File: src/rtl/font_rom_arbiter.sv
// Font ROM port arbiter: the video path owns the ROM during active display.
// Background requesters share the ROM in round-robin order during blanking.
module font_rom_arbiter #(
   parameter int unsigned NREQ = 3,
   parameter int unsigned AW   = 11,
   parameter int unsigned DW   = 8
) (
   input  logic               clk,
   input  logic               reset,
   input  logic               video_on,
   input  logic [AW-1:0]      vid_addr,
   output logic [DW-1:0]      vid_data,
   input  logic [NREQ-1:0]    req,
   input  logic [NREQ*AW-1:0] req_addr,
   output logic [NREQ-1:0]    gnt,
   output logic [NREQ-1:0]    rvalid,
   output logic [DW-1:0]      rdata,
   output logic [AW-1:0]      rom_addr,
   input  logic [DW-1:0]      rom_data,
   output logic               busy
);

   localparam int unsigned PW = (NREQ > 1) ? $clog2(NREQ) : 1;

   localparam logic [0:0] ST_VIDEO = 1'b0;
   localparam logic [0:0] ST_ARB   = 1'b1;

   logic [0:0]      state_q, state_d;
   logic [PW-1:0]   rr_ptr_q, rr_ptr_d;
   logic [NREQ-1:0] rvalid_q;

   logic            lo_found, hi_found, grant_v;
   logic [PW-1:0]   lo_idx, hi_idx, winner;
   logic [AW-1:0]   win_addr;

   // Lowest requester at or above rr_ptr wins; otherwise wrap to the lowest overall.
   always_comb begin
      lo_found = 1'b0;
      hi_found = 1'b0;
      lo_idx   = '0;
      hi_idx   = '0;
      for (int i = int'(NREQ) - 1; i >= 0; i--) begin
         if (req[i]) begin
            lo_found = 1'b1;
            lo_idx   = PW'(i);
            if (i >= int'(rr_ptr_q)) begin
               hi_found = 1'b1;
               hi_idx   = PW'(i);
            end
         end
      end
      winner  = hi_found ? hi_idx : lo_idx;
      grant_v = ~video_on & lo_found;
   end

   always_comb begin
      win_addr = '0;
      for (int i = 0; i < int'(NREQ); i++) begin
         if (int'(winner) == i) begin
            win_addr = req_addr[i*AW +: AW];
         end
      end
   end

   always_comb begin
      gnt = '0;
      if (grant_v) begin
         gnt = NREQ'(1) << winner;
      end
   end

   assign rom_addr = grant_v ? win_addr : vid_addr;
   assign busy     = ~video_on & (|(req & ~gnt));
   assign vid_data = rom_data;
   assign rvalid   = rvalid_q;
   assign rdata    = (|rvalid_q) ? rom_data : '0;

   always_comb begin
      rr_ptr_d = rr_ptr_q;
      if (grant_v) begin
         rr_ptr_d = (winner == PW'(NREQ - 1)) ? '0 : winner + 1'b1;
      end
   end

   // The state register only tracks ownership; video_on priority itself is combinational.
   always_comb begin
      state_d = state_q;
      case (state_q)
         ST_VIDEO: if (!video_on) state_d = ST_ARB;
         ST_ARB:   if (video_on)  state_d = ST_VIDEO;
         default:  state_d = ST_VIDEO;
      endcase
   end

   always_ff @(posedge clk or negedge reset) begin
      if (!reset) begin
         state_q  <= ST_VIDEO;
         rr_ptr_q <= '0;
         rvalid_q <= '0;
      end else begin
         state_q  <= state_d;
         rr_ptr_q <= rr_ptr_d;
         rvalid_q <= gnt;
      end
   end

endmodule

File: config.mk
export PLATFORM = sky130hd
export DESIGN_NAME = font_rom_arbiter
export DESIGN_NICKNAME = d
export VERILOG_FILES = /design/src/rtl/font_rom_arbiter.sv
export SDC_FILE = /design/constraint.sdc
export NUM_CORES = 1
export LEC_CHECK = 0
export BUFFER_PORTS_ARGS = -buffer_cell sky130_fd_sc_hd__buf_4
export CAP_MARGIN = 10
export CORE_MARGIN = 1
export CORE_UTILIZATION = 35
export CTS_CLUSTER_DIAMETER = 80
export DETAILED_ROUTE_END_ITERATION = 10
export GPL_TIMING_DRIVEN = 0
export PLACE_DENSITY = 0.85
export SYNTH_ARGS = -nofsm -noshare
export SYNTH_HDL_FRONTEND = slang
export SYNTH_SLANG_ARGS = --single-unit
File: constraint.sdc
create_clock -name clk -period 4.25 [get_ports clk]
set_input_delay 0.85 -clock clk [delete_from_list [all_inputs] [get_ports clk]]
set_output_delay 0.85 -clock clk [all_outputs]
set_load 0.02 [all_outputs]
After elaboration in Yosys (flattened, before gate mapping)
Cells that the tools add are included.
W data, S select, Z words.

cells by class
  muxes and demuxes = 26
  order comparisons = 3
  $add $sub $neg = 1
  shifts and indexed selects = 1
  bitwise operators = 5
  reduce and logical (&&, ||, !) cells = 3
  eq/ne operators = 3

operator list
  kind                   number
  $mux W11               4
  $mux W2                11
  $mux W1                9
  $mux W8                1
  $eq A2 B2 Y1 const B   3
  $reduce_or A3 Y1       2
  $ge A1 B2 Y1 const A   2
  $and A3 B3 Y3          1
  $mux W3                1
  $not A3 Y3             1
  $shl A1 B2 Y3 const A  1
  $add A2 B1 Y2 const B  1
  $and A1 B1 Y1          2
  $ge A2 B2 Y1 const A   1
  $logic_not A2 Y1       1
  $not A1 Y1             1

storage, ports and cells
  register bits = 5
  output and inout port bits = 34
  bits of input ports = 58
  logic and storage cells = 44

Longest topological paths before layout
Gate-level depths: netlist of run 1.

  word-level depth = 14
  gate-level depth with buffers = 6
  gate-level depth less buffers = 4

Worst setup path before layout of run 1
OpenSTA, ideal clock, no wires.

  path type = in2out
  start point = input port req[2]
  end point = output port rom_addr[7]
  setup slack = 1.400 ns
  arrival = 2.000 ns
  buffers on the path = 2
  stages on the path = 5
  data required time = 3.400 ns
  cells stage by stage = buf_2 > nor3_1 > nor2_2 > buf_2 > a221oi_2

on the way
  longest elaborated chain between the ends = 11
  elaborated cells on any way between the ends = 25
  classes of those cells = eq/ne: 2; mux: 21; bitwise: 1; reduce/logical: 1

RTL lines
  item                                RTL line  source
  start: declaration                  13        input logic [NREQ-1:0] req,
  $mux W2 or $mux W1 (tied branches)  43        if (req[i]) begin
  $mux W2 or $mux W1 (tied branches)  46        if (i >= int'(rr_ptr_q)) begin
  $mux W2 or $mux W1 (tied branches)  43
  $mux W2 or $mux W1 (tied branches)  46
  $mux W2 or $mux W1 (tied branches)  43
  $mux W2                             52        winner = hi_found ? hi_idx : lo_idx;
  $logic_not A2 Y1                    59        if (int'(winner) == i) begin
  $mux W11 (3 in a row)               59
  $mux W11 *                          72        assign rom_addr = grant_v ? win_addr : vid_addr;
  end: declaration                    18        output logic [AW-1:0] rom_addr,

Every way passes the cells marked *; elsewhere a longest branch is shown, timed or not.

Final worst setup path of run 1
Ends and elaborated chain as after synthesis.

==> results of run 1 <==
worst max-delay path: stages:
cell      delay (ns)
buf_2           0.17
nor3_1          0.33
nor2_2          0.11
buf_2           0.22
a221oi_2        0.24
buf_4           0.18
cell families after synthesis:
kind of cell / after synthesis / share of synthesized area, %
simple gates: 24 / 19.0
buf+inv: 18 / 13.6
xor+xnor: 1 / 1.11
compound gates: 35 / 40.4
flops: 5 / 15.8
mux: 8 / 10.1
sequential cells by signal, summed over array words and instances, names as in the netlist:
| signal | count |
|---|---|
| rr_ptr_q | 2 |
| rvalid | 3 |
per-layer routing:
metal / wire length, um / part of all wire [%] / vias to the layer above / track usage [%]
met5: 0 / 0 / - / 0
met4: 49 / 1.8 / 0 / 11.0
met1: 1030 / 38 / 482 / 25.9
met2: 1350 / 50 / 71 / 41.0
li1: - / - / 524 / -
met3: 278 / 10 / 6 / 5.25
through the flow:
step	total power [mW]	util [%]	cells	area, um^2	setup WS (ns)
6_report	0.347	74.4	211	1520	1.30
5_1_grt	0.371	74.4	211	1520	1.12
4_1_cts	0.349	74.4	211	1520	1.29
3_5_place_dp	0.292	73.2	207	1490	1.29
3_3_place_gp	0.287	73.2	207	1490	1.31
2_1_floorplan	0.188	-	91	792	1.40
Yosys cell counts (all sizes together):
master	n	area [um^2]
a2111oi	1	27.5
a21boi	1	7.51
a21oi	10	61.3
a221o	1	11.3
a221oi	2	30.0
a2bb2oi	1	8.76
a31oi	1	6.26
buf	11	81.3
clkbuf	2	7.51
dfrtp	5	125
inv	5	18.8
mux2i	8	80.1
nand2	1	3.75
nand2b	2	20.0
nor2	8	35.0
nor2b	9	58.8
nor3	3	20.0
nor3b	1	12.5
o21a	1	7.51
o21ai	4	20.0
o22ai	3	32.5
o311ai	1	8.76
o31ai	1	21.3
o32ai	8	77.6
xor2	1	8.76
final cells by class:
class / count / area (um^2) / share of cell area, %
Sequential cell: 5 / 125 / 8.23
Tap cell: 27 / 33.8 / 2.22
Timing Repair Buffer: 89 / 668 / 44.0
Buffer: 13 / 88.8 / 5.84
Inverter: 5 / 18.8 / 1.23
Clock buffer: 4 / 26.3 / 1.73
Multi-Input combinational cell: 68 / 559 / 36.8
worst min-delay path by stage:
| stage | startpoint | end | slack (ns) |
|---|---|---|---|
| floorplan | reset | rr_ptr_q[0] | 0.55 |
| global placement | rr_ptr_q[0] | rr_ptr_q[0] | 0.64 |
| detailed placement | reset | rvalid[1] | 0.65 |
| CTS | reset | rvalid[0] | 0.39 |
| global route | reset | rvalid[0] | 0.38 |
| finish | reset | rvalid[0] | 0.39 |
power by group:
group	switching, mW	total [mW]	internal, mW
Sequential	0.00718	0.0601	0.0530
Clock	0.0209	0.0565	0.0356
Combinational	0.116	0.230	0.114
Total	0.144	0.347	0.203
==> metrics.cfg, run 1 <==
[run_status]
outcome=complete, no violations

[worst_setup_path]
r2r-start=rr_ptr_q[1]
cp-startpoint=req[2]
reg2reg_slack_ns=2.77
rr_worst_depth=3
critPathMaxFanout=10
worst-setup-path-type=in2out
regToRegEndpoint=rr_ptr_q[0]
crit_end=rom_addr[7]
cp-end-kind=primary output
start_kind=input pin
critPathArrivalTime_ns=2.10
crit_required_ns=3.40

[grt]
globalRouteOverflowTotal=0
first_global_vias=1022
grt_use_total_pct=23.2
antenna_found_initial=0
grt_max_degree=11
grt_pass1_wl_mm=4.46

[sta]
fin_tns_setup_ns=0
drv_slew=0
tightest_slew_ns=0.764
period_share_pct=69.5
setup_viol=0
final-hold-violation-count=0
fin_worst_skew_ns=0.0122
layout_min_cycle_time_ns=2.95
hold_ws_ns=0.390
rsz0062_at_grt=no
clock.fmax_mhz=339
maxSlewHeadroom_pct=48.7

[job]
max-cap-violations=0

[layout]
final_cell_mix=97 x buf_4, 9 x a21oi_1, 8 x nor2b_1, 8 x mux2i_1, 7 x o32ai_1
area_delta_synth_final_pct=91.9
layout.nets=243
final_common_cell=buf_4
fillCellCount=153
n_antenna_cell=0
drive_gt1_share_pct=64.1

[detailed_routing]
wl_mm=2.71
dr_total_vias=1083
firstDrtPassIters=3
ant_nets=0
drcViolationCount=0
wl_per_cell_um=12.9
dr.first_iter.drc_count=5
vias_per_cell=5.13

[power_and_ir_drop]
ir_drop_uv=128
leakagePower_nw=0.753
powerDensity_nw_per_um2=228

[floorplanning]
num_io_pins=92
fp.coreArea_um2=2040
die_h_um=49.6
rows=16
die_w_um=49.6
start_util_pct=38.8
dieArea_um2=2460

[synth]
synth_fp_nets=149
ys_types=35
syn-cell-area_um2=792
ys_ff_latch=5
yosys_warnings=0
syn_area_per_cell_um2=8.70
ys_seq_area_share_pct=15.8
syn_inst=91

[clock_tree]
cts.htree.levels=1
numCtsBuffers=3
post-cts-setup-buffers=0
ctsResizeCount=0
root_buffer=clkbuf_4
cts_tree=done
clk_path_buf_depth=2
clkTransAtPathRegs_ns=0.05
hold_buffers=0
clock-sinks=5
clock_latency_ns=0.25

[placed_design]
io_buffers=89
gp_congestion=0.758
dp_hpwl_mm=2.31

[min_path]
hold_class=in2async

(Power assumes the default switching activity.)
==> inputs of run 2 (changes only) <==
--- a/config.mk
+++ b/config.mk
@@ -8,11 +8,11 @@
 export BUFFER_PORTS_ARGS = -buffer_cell sky130_fd_sc_hd__buf_4
 export CAP_MARGIN = 10
 export CORE_MARGIN = 1
-export CORE_UTILIZATION = 35
+export CORE_UTILIZATION = 30
 export CTS_CLUSTER_DIAMETER = 80
 export DETAILED_ROUTE_END_ITERATION = 10
 export GPL_TIMING_DRIVEN = 0
-export PLACE_DENSITY = 0.85
+export PLACE_DENSITY = 0.77
 export SYNTH_ARGS = -nofsm -noshare
 export SYNTH_HDL_FRONTEND = slang
 export SYNTH_SLANG_ARGS = --single-unit
==> constraint.sdc (replaced) <==
create_clock -name clk -period 2.5 [get_ports clk]
set_input_delay 0.5 -clock clk [delete_from_list [all_inputs] [get_ports clk]]
set_output_delay 0.5 -clock clk [all_outputs]
set_load 0.02 [all_outputs]
==> metrics.cfg, run 2 (synthesis gave the netlist of run 1 again) <==
[layout]
fin_cells=214  ; was 211
layout.nets=243  ; unchanged
drive_gt1_share_pct=64.1  ; unchanged
final_common_cell=buf_4  ; unchanged
fillCellCount=223  ; was 153
area_delta_synth_final_pct=92.4  ; was 91.9%
final_cell_mix=97 x buf_4, 9 x a21oi_1, 8 x nor2b_1, 8 x mux2i_1, 7 x o32ai_1  ; unchanged
largest_register_ffs=3  ; unchanged
multiInputGateArea_um2=559  ; unchanged
n_antenna_cell=0  ; unchanged
regArea_um2=125  ; unchanged
stdcell_area_um2=1520  ; about the same

[worst_setup_path]
critPathArrivalTime_ns=1.90  ; was 2.10 ns
critPathMaxFanout=10  ; unchanged
cp-end-kind=primary output  ; unchanged
start_kind=flip-flop  ; was input pin
worst-setup-path-type=reg2out  ; was in2out
crit_required_ns=2.00  ; was 3.40 ns

[detailed_routing]
wl_mm=2.71  ; about the same
dr_total_vias=1054  ; was 1083
wl_per_cell_um=12.7  ; was 12.9 um
vias_per_cell=4.93  ; was 5.13
ant_nets=0  ; unchanged
drcViolationCount=0  ; unchanged
dr.first_iter.drc_count=17  ; was 5
firstDrtPassIters=4  ; was 3

[clock_tree]
clk_path_buf_depth=2  ; unchanged
clock-sinks=5  ; unchanged
hold_buffers=0  ; unchanged
post-cts-setup-buffers=0  ; unchanged
root_buffer=clkbuf_4  ; unchanged
ctsResizeCount=0  ; unchanged
cts_tree=done  ; unchanged
clkTransAtPathRegs_ns=0.04  ; was 0.05 ns
clock_latency_ns=0.25  ; about the same
cts.htree.levels=1  ; unchanged
numCtsBuffers=3  ; unchanged

[power_and_ir_drop]
leakagePower_nw=0.753  ; unchanged
ir_drop_uv=240  ; was 128 uV
powerDensity_nw_per_um2=387  ; was 228 nW/um^2
power_mw=0.590  ; was 0.347 mW

[run_status]
outcome=complete, no violations  ; unchanged

[floorplanning]
dieArea_um2=2850  ; was 2460 um^2
num_io_pins=92  ; unchanged
die_w_um=53.4  ; was 49.6 um
start_util_pct=32.0  ; was 38.8%
fp.coreArea_um2=2480  ; was 2040 um^2
rows=18  ; was 16
die_h_um=53.4  ; was 49.6 um

[grt]
grt_pass1_wl_mm=4.06  ; was 4.46 mm
globalRouteOverflowTotal=0  ; unchanged
grt_max_degree=11  ; unchanged
antenna_found_initial=0  ; unchanged
grt_use_total_pct=19.3  ; was 23.2%
first_global_vias=967  ; was 1022

[sta]
fin_worst_skew_ns=0.00263  ; was 0.0122 ns
clock.fmax_mhz=417
worst_slack_ns=0.102  ; was 1.30 ns
fin_tns_setup_ns=0  ; unchanged
drv_slew=0  ; unchanged
setup_viol=0  ; unchanged
layout_min_cycle_time_ns=2.40
tightest_slew_ns=0.770  ; was 0.764 ns
maxSlewHeadroom_pct=48.3  ; was 48.7%
final-hold-violation-count=0  ; unchanged
period_share_pct=95.9
rsz0062_at_grt=no  ; unchanged

[placed_design]
place_area_um2=1500  ; was 1490 um^2
place_ws_ns=0.207  ; was 1.29 ns
gp_congestion=0.700  ; was 0.758
dp_cells=210  ; was 207
io_buffers=89  ; unchanged
dp_hpwl_mm=2.21  ; was 2.31 mm

[job]
max-cap-violations=0  ; unchanged

[min_path]
hold_class=in2async  ; unchanged

## run 2: cell counts in the layout (fill, tap and decap cells not counted)
Identical to the previous run, type by type.
## run 2: report_power, final
| part | leakage, nW | total [mW] | internal, mW | switching (mW) |
|---|---|---|---|---|
| Sequential | 0.0654 | 0.103 | 0.0900 | 0.0125 |
| Clock | 0.0150 | 0.0965 | 0.0605 | 0.0360 |
| Combinational | 0.672 | 0.391 | 0.195 | 0.196 |
## run 2: layout make-up
type	count	share of cell area [%]
plain buffers	13	5.83
clock buffers	4	1.72
inverters	5	1.23
multi-input cells	68	36.7
flip-flops and latches	5	8.21
well taps	30	2.46
repair buffers	89	43.8
## run 2: worst paths after layout
| path | end | depth (start not counted) | from | slack (ns) |
|---|---|---|---|---|
| setup / recovery | rom_addr[8] | 6 | rr_ptr_q[1] | 0.10 |
| hold / removal | rvalid[0] | 1 | reset | 0.04 |
| setup reg to reg | rr_ptr_q[0] | 3 | rr_ptr_q[1] | 1.05 |
| hold reg to reg | rr_ptr_q[1] | 2 | rr_ptr_q[1] | 0.68 |
| max in group asynchronous | rvalid[1] | 1 | reset | 2.35 |
| min in group clk | rvalid[0] | 3 | req[0] | 0.63 |
## run 2: routing by layer
layer / GRT usage [%] / share of wire (%) / vias to the layer above
met4: 7.89 / 0.77 / 0
met1: 21.0 / 35 / 470
met2: 36.7 / 57 / 57
met3: 2.30 / 7.4 / 2
met5: 0 / 0 / -
li1: - / - / 525
## run 2: metrics by stage
stage               hold slack (ns)  utilization [%]
floorplan                     0.204                -
global placement              0.304             60.5
detailed placement            0.306             60.5
CTS                          0.0405             61.5
global route                 0.0502             61.5
finish                       0.0435             61.5
## run 2: worst max-delay path: stages (launching register included)
cell and delay [ns]:
dfrtp_1 0.44, nor2b_2 0.22, o31ai_4 0.27, buf_6 0.19
o22ai_4 0.08, a221oi_2 0.25, buf_4 0.18
==> inputs of run 3 (changes only) <==
--- a/config.mk
+++ b/config.mk
@@ -12,7 +12,7 @@
 export CTS_CLUSTER_DIAMETER = 80
 export DETAILED_ROUTE_END_ITERATION = 10
 export GPL_TIMING_DRIVEN = 0
-export PLACE_DENSITY = 0.77
+export PLACE_DENSITY = 0.87
 export SYNTH_ARGS = -nofsm -noshare
 export SYNTH_HDL_FRONTEND = slang
 export SYNTH_SLANG_ARGS = --single-unit
==> metrics.cfg, run 3 (synthesis gave the netlist of run 1 again) <==
[detailed_routing]
wl_per_cell_um=12.6  ; was 12.7 um
drcViolationCount=0  ; unchanged
dr_total_vias=1094  ; was 1054
dr.first_iter.drc_count=8  ; was 17
wl_mm=2.70  ; was 2.71 mm
ant_nets=0  ; unchanged
firstDrtPassIters=6  ; was 4
vias_per_cell=5.11  ; was 4.93

[sta]
maxSlewHeadroom_pct=48.8  ; was 48.3%
fin_tns_setup_ns=0  ; unchanged
final-hold-violation-count=0  ; unchanged
layout_min_cycle_time_ns=2.40  ; about the same
fin_worst_skew_ns=0.00459  ; was 0.00263 ns
worst_slack_ns=0.0994  ; was 0.102 ns
rsz0062_at_grt=no  ; unchanged
drv_slew=0  ; unchanged
setup_viol=0  ; unchanged
clock.fmax_mhz=417  ; about the same
period_share_pct=96.0  ; was 95.9%
tightest_slew_ns=0.763  ; was 0.770 ns

[clock_tree]
clk_path_buf_depth=2  ; unchanged
clkTransAtPathRegs_ns=0.04  ; about the same
clock-sinks=5  ; unchanged
cts.htree.levels=1  ; unchanged
cts_tree=done  ; unchanged
numCtsBuffers=3  ; unchanged
clock_latency_ns=0.24  ; was 0.25 ns
root_buffer=clkbuf_4  ; unchanged

[power_and_ir_drop]
internal-power_mw=0.348  ; was 0.345 mW
combPwrFrac_pct=66.9  ; was 66.2%
power_mw=0.590  ; about the same
leakagePower_nw=0.756  ; was 0.753 nW
swShare_pct=41.1  ; was 41.5%
p_clk_share_pct=15.5  ; was 16.4%
switching_power_mw=0.242  ; was 0.244 mW
seqPwrFrac_pct=17.6  ; was 17.4%
ir_drop_uv=255  ; was 240 uV
powerDensity_nw_per_um2=384  ; was 387 nW/um^2

[layout]
fillCellCount=222  ; was 223
fin_cells=214  ; unchanged
stdcell_area_um2=1540  ; was 1520 um^2
area_delta_synth_final_pct=94.0  ; was 92.4%
final_cell_mix=97 x buf_4, 9 x a21oi_1, 8 x nor2b_1, 8 x mux2i_1, 7 x o32ai_1  ; unchanged
drive_gt1_share_pct=64.1  ; unchanged
layout.nets=243  ; unchanged
largest_register_ffs=3  ; unchanged
final_common_cell=buf_4  ; unchanged
multiInputGateArea_um2=572  ; was 559 um^2
n_antenna_cell=0  ; unchanged
regArea_um2=125  ; unchanged

[worst_setup_path]
critPathMaxStageDelay_ns=0.47  ; was 0.44 ns
rr_worst_depth=4  ; was 3
reg2reg_slack_ns=0.99  ; was 1.05 ns
worst-setup-path-type=reg2out  ; unchanged
regToRegEndpoint=rr_ptr_q[0]  ; unchanged
cp-startpoint=rr_ptr_q[1]  ; unchanged
slowest_stage=dfrtp_1  ; unchanged
path_cells=nor2b_2 > o31ai_4 > buf_6 > o22ai_4 > a221oi_2 > buf_4  ; unchanged
crit_buf_inv=2  ; unchanged
crit_end=rom_addr[8]  ; unchanged
critical_path_depth=6  ; unchanged
start_kind=flip-flop  ; unchanged
path_delay_family=compound AO/OA/AOI/OAI gates  ; unchanged
critPathArrivalTime_ns=1.90  ; about the same
crit_required_ns=2.00  ; about the same
critPathMaxFanout=10  ; unchanged
r2r-start=rr_ptr_q[1]  ; unchanged
cp-end-kind=primary output  ; unchanged

[placed_design]
place_area_um2=1500  ; unchanged
dp_cells=210  ; unchanged
io_buffers=89  ; unchanged
place_ws_ns=0.186  ; was 0.207 ns
gp_congestion=0.825  ; was 0.700
dp_hpwl_mm=2.27  ; was 2.21 mm

[grt]
grt_pass1_wl_mm=3.69  ; was 4.06 mm
grt_max_degree=11  ; unchanged
globalRouteOverflowTotal=0  ; unchanged
first_global_vias=880  ; was 967
grt_use_total_pct=17.8  ; was 19.3%
antenna_found_initial=0  ; unchanged

[floorplanning]
rows=18  ; unchanged
die_w_um=53.4  ; unchanged
num_io_pins=92  ; unchanged
fp.coreArea_um2=2480  ; unchanged
start_util_pct=32.0  ; unchanged
die_h_um=53.4  ; unchanged
dieArea_um2=2850  ; unchanged

[job]
max-cap-violations=0  ; unchanged

[min_path]
hold_class=in2async  ; unchanged

[run_status]
outcome=complete, no violations  ; unchanged

==> run 3: cell types whose count changed in the layout (fill, tap and decap cells not counted) <==
cell / change
nor3b_4: +1
nor3_4: +1
nor3_2: -1
nor3b_2: -1
==> run 3: power by group through the flow <==
stage / registers [mW] / clock network, mW / logic, mW
floorplan: 0.106 / 0 / 0.214
global placement: 0.102 / 0 / 0.383
global route: 0.105 / 0.101 / 0.424
detailed placement: 0.103 / 0 / 0.393
finish: 0.104 / 0.0913 / 0.395
CTS: 0.102 / 0.0966 / 0.393
==> run 3: worst min-delay path by stage <==
stage                   to  slack (ns)
2_1_floorplan  rr_ptr_q[0]        0.20
3_3_place_gp     rvalid[2]        0.30
3_5_place_dp     rvalid[2]        0.30
4_1_cts          rvalid[2]        0.04
5_1_grt          rvalid[2]        0.05
6_report         rvalid[2]        0.05
==> run 3: per-layer routing <==
layer | vias to the layer above | global-route usage [%] | share of wire, %
met5 | - | 0 | 0
met4 | 0 | 7.46 | 0.37
met3 | 2 | 2.59 | 9.5
met2 | 64 | 35.0 | 57
met1 | 505 | 18.2 | 33
li1 | 523 | - | -
==> run 3: per-stage QoR <==
stage / utilization (%) / hold slack [ns]
global route: 62.0 / 0.0472
floorplan: - / 0.204
finish: 62.0 / 0.0500
global placement: 60.5 / 0.301
detailed placement: 60.5 / 0.303
CTS: 61.5 / 0.0421
==> run 3: what timing repair did <==
| item | in CTS | in global routing |
|---|---|---|
| setup endpoints to repair | 0 | 1 |
| gates resized for setup | 0 | 2 |
| buffers inserted | 0 | 0 |
| hold buffers | 0 | 0 |
==> run 3: cell type report <==
| cell class | count | area share [%] |
|---|---|---|
| multi-input combinational | 68 | 37.2 |
| timing repair buffer | 89 | 43.5 |
| clock buffer | 4 | 1.71 |
| tap | 30 | 2.44 |
| buffer | 13 | 5.78 |
| sequential | 5 | 8.14 |
| inverter | 5 | 1.22 |
